### config.mk
export PLATFORM = sky130hd
export DESIGN_NAME = traffic_sensor_ctrl
export DESIGN_NICKNAME = d
export VERILOG_FILES = /design/src/rtl/traffic_sensor_ctrl.sv
export SDC_FILE = /design/constraint.sdc
export NUM_CORES = 1
export LEC_CHECK = 0
export ABC_CLOCK_PERIOD_IN_PS = 3200
export CAP_MARGIN = 20
export CORE_MARGIN = 5
export CORE_UTILIZATION = 45
export CTS_BUF_LIST = sky130_fd_sc_hd__clkbuf_8
export CTS_CLUSTER_SIZE = 12
export DETAILED_ROUTE_END_ITERATION = 7
export HOLD_SLACK_MARGIN = 0.15
export PLACE_DENSITY = 0.68
export SKIP_CTS_REPAIR_TIMING = 1
export SLEW_MARGIN = 20
export SYNTH_ARGS = -nofsm -noshare
export SYNTH_HDL_FRONTEND = slang
export SYNTH_SLANG_ARGS = --single-unit
### constraint.sdc
create_clock -name clk -period 3.2 [get_ports clk]
set_input_delay 0.64 -clock clk [delete_from_list [all_inputs] [get_ports clk]]
set_output_delay 0.64 -clock clk [all_outputs]
set_load 0.02 [all_outputs]
### src/rtl/traffic_sensor_ctrl.sv
// Road-side sensor companion for the two-street traffic-light controller:
// debounced loop detectors feed per-street vehicle queues, drained while green.
module traffic_sensor_ctrl #(
    parameter int DEB_CYCLES    = 4,
    parameter int DEPART_CYCLES = 8,
    parameter int QW            = 4
) (
    input  logic          clk,
    input  logic          reset_n,
    input  logic          car_a_raw,
    input  logic          car_b_raw,
    input  logic [2:0]    LA,
    input  logic [2:0]    LB,
    output logic          Ta,
    output logic          Tb,
    output logic [QW-1:0] qa,
    output logic [QW-1:0] qb,
    output logic          q_ovf,
    output logic          lamp_fault
);

    localparam int DCW = (DEB_CYCLES > 1) ? $clog2(DEB_CYCLES) : 1;
    localparam int TW  = (DEPART_CYCLES > 1) ? $clog2(DEPART_CYCLES) : 1;

    localparam logic [DCW-1:0] DEB_LAST = DCW'(DEB_CYCLES - 1);
    localparam logic [TW-1:0]  DEP_LAST = TW'(DEPART_CYCLES - 1);
    localparam logic [QW-1:0]  Q_MAX    = {QW{1'b1}};

    localparam logic [2:0] RED = 3'b100;
    localparam logic [2:0] YEL = 3'b010;
    localparam logic [2:0] GRN = 3'b001;

    // Index 0 is street A, index 1 is street B throughout.
    logic [1:0]               sync1_q, sync1_d;
    logic [1:0]               sync2_q, sync2_d;
    logic [1:0]               deb_q, deb_d;
    logic [1:0][DCW-1:0]      deb_cnt_q, deb_cnt_d;
    logic [1:0][TW-1:0]       dep_tmr_q, dep_tmr_d;
    logic [1:0][QW-1:0]       q_q, q_d;
    logic                     q_ovf_q, q_ovf_d;
    logic                     lamp_fault_q, lamp_fault_d;
    logic [2:0]               prev_la_q, prev_la_d;
    logic [2:0]               prev_lb_q, prev_lb_d;

    logic [1:0]               raw_w;
    logic [1:0][2:0]          lamp_w;
    logic [1:0]               arrival;
    logic [1:0]               departure;
    logic                     ovf_set;
    logic                     lamp_bad;

    function automatic logic legal_code(input logic [2:0] c);
        return (c == RED) || (c == YEL) || (c == GRN);
    endfunction

    // Holding a code is always allowed; only the controller's forward cycle may change it.
    function automatic logic legal_step(input logic [2:0] prev, input logic [2:0] cur);
        return (cur == prev) ||
               ((prev == GRN) && (cur == YEL)) ||
               ((prev == YEL) && (cur == RED)) ||
               ((prev == RED) && (cur == GRN));
    endfunction

    assign raw_w     = {car_b_raw, car_a_raw};
    assign lamp_w[0] = LA;
    assign lamp_w[1] = LB;

    always_comb begin
        sync1_d   = raw_w;
        sync2_d   = sync1_q;
        deb_d     = deb_q;
        deb_cnt_d = '0;
        dep_tmr_d = '0;
        q_d       = q_q;
        arrival   = '0;
        departure = '0;
        ovf_set   = 1'b0;

        for (int i = 0; i < 2; i++) begin
            if (sync2_q[i] != deb_q[i]) begin
                if (deb_cnt_q[i] == DEB_LAST) begin
                    deb_d[i] = sync2_q[i];
                end else begin
                    deb_cnt_d[i] = deb_cnt_q[i] + DCW'(1);
                end
            end
            arrival[i] = deb_d[i] & ~deb_q[i];

            if ((lamp_w[i] == GRN) && (q_q[i] != '0)) begin
                if (dep_tmr_q[i] == DEP_LAST) begin
                    departure[i] = 1'b1;
                end else begin
                    dep_tmr_d[i] = dep_tmr_q[i] + TW'(1);
                end
            end

            // A simultaneous arrival and departure cancel, even at saturation.
            if (arrival[i] && !departure[i]) begin
                if (q_q[i] == Q_MAX) begin
                    ovf_set = 1'b1;
                end else begin
                    q_d[i] = q_q[i] + QW'(1);
                end
            end else if (departure[i] && !arrival[i]) begin
                q_d[i] = q_q[i] - QW'(1);
            end
        end

        q_ovf_d = q_ovf_q | ovf_set;
    end

    always_comb begin
        lamp_bad = ~legal_code(LA) | ~legal_code(LB) |
                   ((LA != RED) && (LB != RED)) |
                   ~legal_step(prev_la_q, LA) | ~legal_step(prev_lb_q, LB);
        lamp_fault_d = lamp_fault_q | lamp_bad;
        prev_la_d    = LA;
        prev_lb_d    = LB;
    end

    always_ff @(posedge clk or negedge reset_n) begin
        if (!reset_n) begin
            sync1_q      <= '0;
            sync2_q      <= '0;
            deb_q        <= '0;
            deb_cnt_q    <= '0;
            dep_tmr_q    <= '0;
            q_q          <= '0;
            q_ovf_q      <= 1'b0;
            lamp_fault_q <= 1'b0;
            prev_la_q    <= GRN;
            prev_lb_q    <= RED;
        end else begin
            sync1_q      <= sync1_d;
            sync2_q      <= sync2_d;
            deb_q        <= deb_d;
            deb_cnt_q    <= deb_cnt_d;
            dep_tmr_q    <= dep_tmr_d;
            q_q          <= q_d;
            q_ovf_q      <= q_ovf_d;
            lamp_fault_q <= lamp_fault_d;
            prev_la_q    <= prev_la_d;
            prev_lb_q    <= prev_lb_d;
        end
    end

    assign qa         = q_q[0];
    assign qb         = q_q[1];
    assign Ta         = |q_q[0];
    assign Tb         = |q_q[1];
    assign q_ovf      = q_ovf_q;
    assign lamp_fault = lamp_fault_q;

endmodule

==> summary.md <==
| Metric | Value |
|---|---|
| Critical-path maximum fanout | `7` |
| Initial Util | `0.475` |
| Clock power share | `0.208` |
| Top Ports | `22` |
| Worst vdd ir | `0.524 mV` |
| Worst path arrival time | `2.81 ns` |
| Area share of the largest cell type after synthesis | `0.466` |
| Final setup viols | `0` |
| CTS clk-pin slew, worst paths | `0.07 ns` |
| Sequential share of the synthesized area | `0.499` |
| Final WL | `2.92 mm` |
| Vias | `1094` |
| Number of synthesized flops with an enable pin | `0` |
| Slew Limit Headroom | `0.708` |
| Power per Cell Area | `726 nW/µm²` |
| Initial antenna violation count | `0` |
| Vias per cell | `5.23` |
| Area Overhead vs Synth | `25.6%` |
| Die area | `4870 µm²` |
| Fin. max-slew vios | `0` |
| Minimum clock period | `2.61 ns` |
| Leakage | `0.885 nW` |
| Detailed Route Iter0 Violations | `65` |
| Most frequent cells in the layout | `30 x dfrtp_1, 21 x clkdlybuf4s50_1, 10 x ha_1` |
| Largest net degree at the start of global routing | `33` |
| Ratio of cells with drive above 1 in the final layout | `0.153` |
| Syn_nets | `150` |
| Final Wtd Congestion | `0.753` |
| First-pass GRT wire length | `5.07 mm` |
| Pre-CTS setup slack | `0.287 ns` |
| Depth of the CTS H-tree | `2` |
| Sw frac | `0.358` |
| Synth warn | `0` |
| Ys flop type | `dfrtp_1` |
| Port Buffers | `21` |
| Num CTS Buffers | `5` |
| Setup TNS | `0 ns` |
| Layout Cells excl Fill | `209` |
| Sequential share of power | `0.422` |
| Synth Instances | `128` |
| Placed cells | `201` |
| Netlist Area Pre-Place | `1610 µm²` |
| Final Util | `0.597` |
| Nets | `184` |
| CTS tree | `done` |
| First-pass iteration count of the detailed router | `3` |
| Wire length per cell | `14.0 µm` |
| Hold Crit Class | `flip-flop to flip-flop` |
| Antenna Cells | `0` |
| Final setup skew | `0.00494 ns` |
| Kind of end point of the critical path | `flip-flop` |
| Mapped Avg Cell Area | `12.6 µm²` |
| Skew-Pair Late Insertion Delay | `0.28 ns` |
| FMAX | `0.383 GHz` |
| Final antenna-violating net count | `0` |
| Startpoint types | `input port` |
| Residual DRC | `0` |
| Cell Rows | `21` |
| Area leader, netlist | `dfrtp_1` |
| WP data required | `3.40 ns` |
| Logic pwr share | `0.371` |
| Critical path class | `input port to flip-flop` |
| NetSw | `0.000525 W` |
| Total power | `0.00147 W` |
| Run status | `completed` |
| Clock root cell | `clkbuf_8` |
| Number of clock sinks | `32` |
| Max_cap viols | `0` |
| Final setup margin | `0.592 ns` |
| Worst-Margin Slew | `0.432 ns` |
| GRT Overall Usage | `0.131` |
| Core area | `3390 µm²` |
| Synth cell types | `40` |
| Final worst path period share | `0.815` |
| Synth Register Bits | `32` |
| Internal | `0.000942 W` |
| Final hold violation count | `0` |
| Number of global-route vias before repair | `1146` |
| Max Buffers Root-to-Sink | `2` |
| Die W | `69.8 µm` |
| Post-DP HPWL | `2.19 mm` |
| Synth top area cells | `dfrtp_1 47%, ha_1 7.8%, xor2_1 4.9%` |
| Total grt overflow | `0` |
| RSZ-0062 raised after global routing | `false` |
| Fraction of registers with async set/reset | `1.00` |
| Die Ht | `69.8 µm` |
| Most common cell after layout, fill and taps aside | `dfrtp_1` |
state kept, by name, indices dropped and copies added (netlist names):
signal and count:
prev_la_q 3, lamp_fault 1, q_ovf 1, sync1_q 2, qa 4, prev_lb_q 3
deb_cnt_q 4, deb_q 2, qb 4, sync2_q 2, dep_tmr_q 6
worst paths after layout:
| kind | start | end | slack, ns | cells after the start |
|---|---|---|---|---|
| hold reg to reg | sync1_q[1] | sync2_q[1] | 0.35 | 0 |
| setup / recovery | LA[2] | qa[3] | 0.59 | 9 |
| setup reg to reg | qa[0] | qa[3] | 0.81 | 9 |
| hold / removal | sync1_q[1] | sync2_q[1] | 0.35 | 0 |
| max in group asynchronous | reset_n | prev_lb_q[2] | 2.12 | 2 |
| min in group asynchronous | reset_n | deb_cnt_q[1] | 0.76 | 2 |
logic make-up (layout without fill, tap and decap cells):
family	count (synthesis)	in the layout	synth area share
AO/OA/AOI/OAI	15	15	0.0668
multiplexers	8	8	0.0544
buffers and inverters	4	39	0.0101
adder cells (fa/ha/maj)	12	12	0.103
flip-flops	32	32	0.499
XOR/XNOR	16	16	0.0870
AND/OR/NAND/NOR	41	41	0.180
metrics by stage:
step / cell area, µm² / hold slack [ns]
after CTS: 2020 / 0.358
after floorplan: 1610 / 0.331
final: 2020 / 0.354
after global placement: 1930 / 0.333
after global routing: 2020 / 0.369
after detailed placement: 1930 / 0.337
worst max-delay path, cell delays in order:
cell and delay, ns:
clkdlybuf4s50_1 0.52, nor4b_1 0.43, nand2_1 0.12, nand2_1 0.14
ha_1 0.24, a21o_1 0.17, a21oi_1 0.16, mux2i_1 0.24
xor2_1 0.15
per-layer routing:
layer / up-vias / wire [µm] / share of wire / track usage
li1: 537 / - / - / -
met1: 537 / 1290 / 0.44 / 0.143
met2: 15 / 1470 / 0.50 / 0.226
met3: 5 / 105 / 0.036 / 0.0420
met4: 0 / 48 / 0.016 / 0.0638
met5: - / 0 / 0 / 0
synthesized netlist by cell type, types with 3 or more instances:
cell	n
xor2_1	9
ha_1	10
nor4bb_1	4
nor3_1	3
nand2_1	5
and2_1	4
mux2_2	4
nor2_1	3
o211ai_1	3
dfrtp_1	30
xnor2_1	7
area by class of cell:
cell class,count,area [µm²]
repair buffers,29,270
fillers,277,1370
multi-input cells,92,791
well taps,46,57.6
inverters,2,7.51
flip-flops and latches,32,803
clock buffers,5,68.8
clock inverters,3,23.8
power groups by stage:
stage	Combinational (W)	Sequential, W	Clock (W)
after floorplan	0.000274	0.000664	0
after global placement	0.000534	0.000618	0
after detailed placement	0.000549	0.000626	0
after CTS	0.000554	0.000620	0.000315
after global routing	0.000601	0.000635	0.000337
final	0.000544	0.000619	0.000305
(Power assumes the default switching activity.)
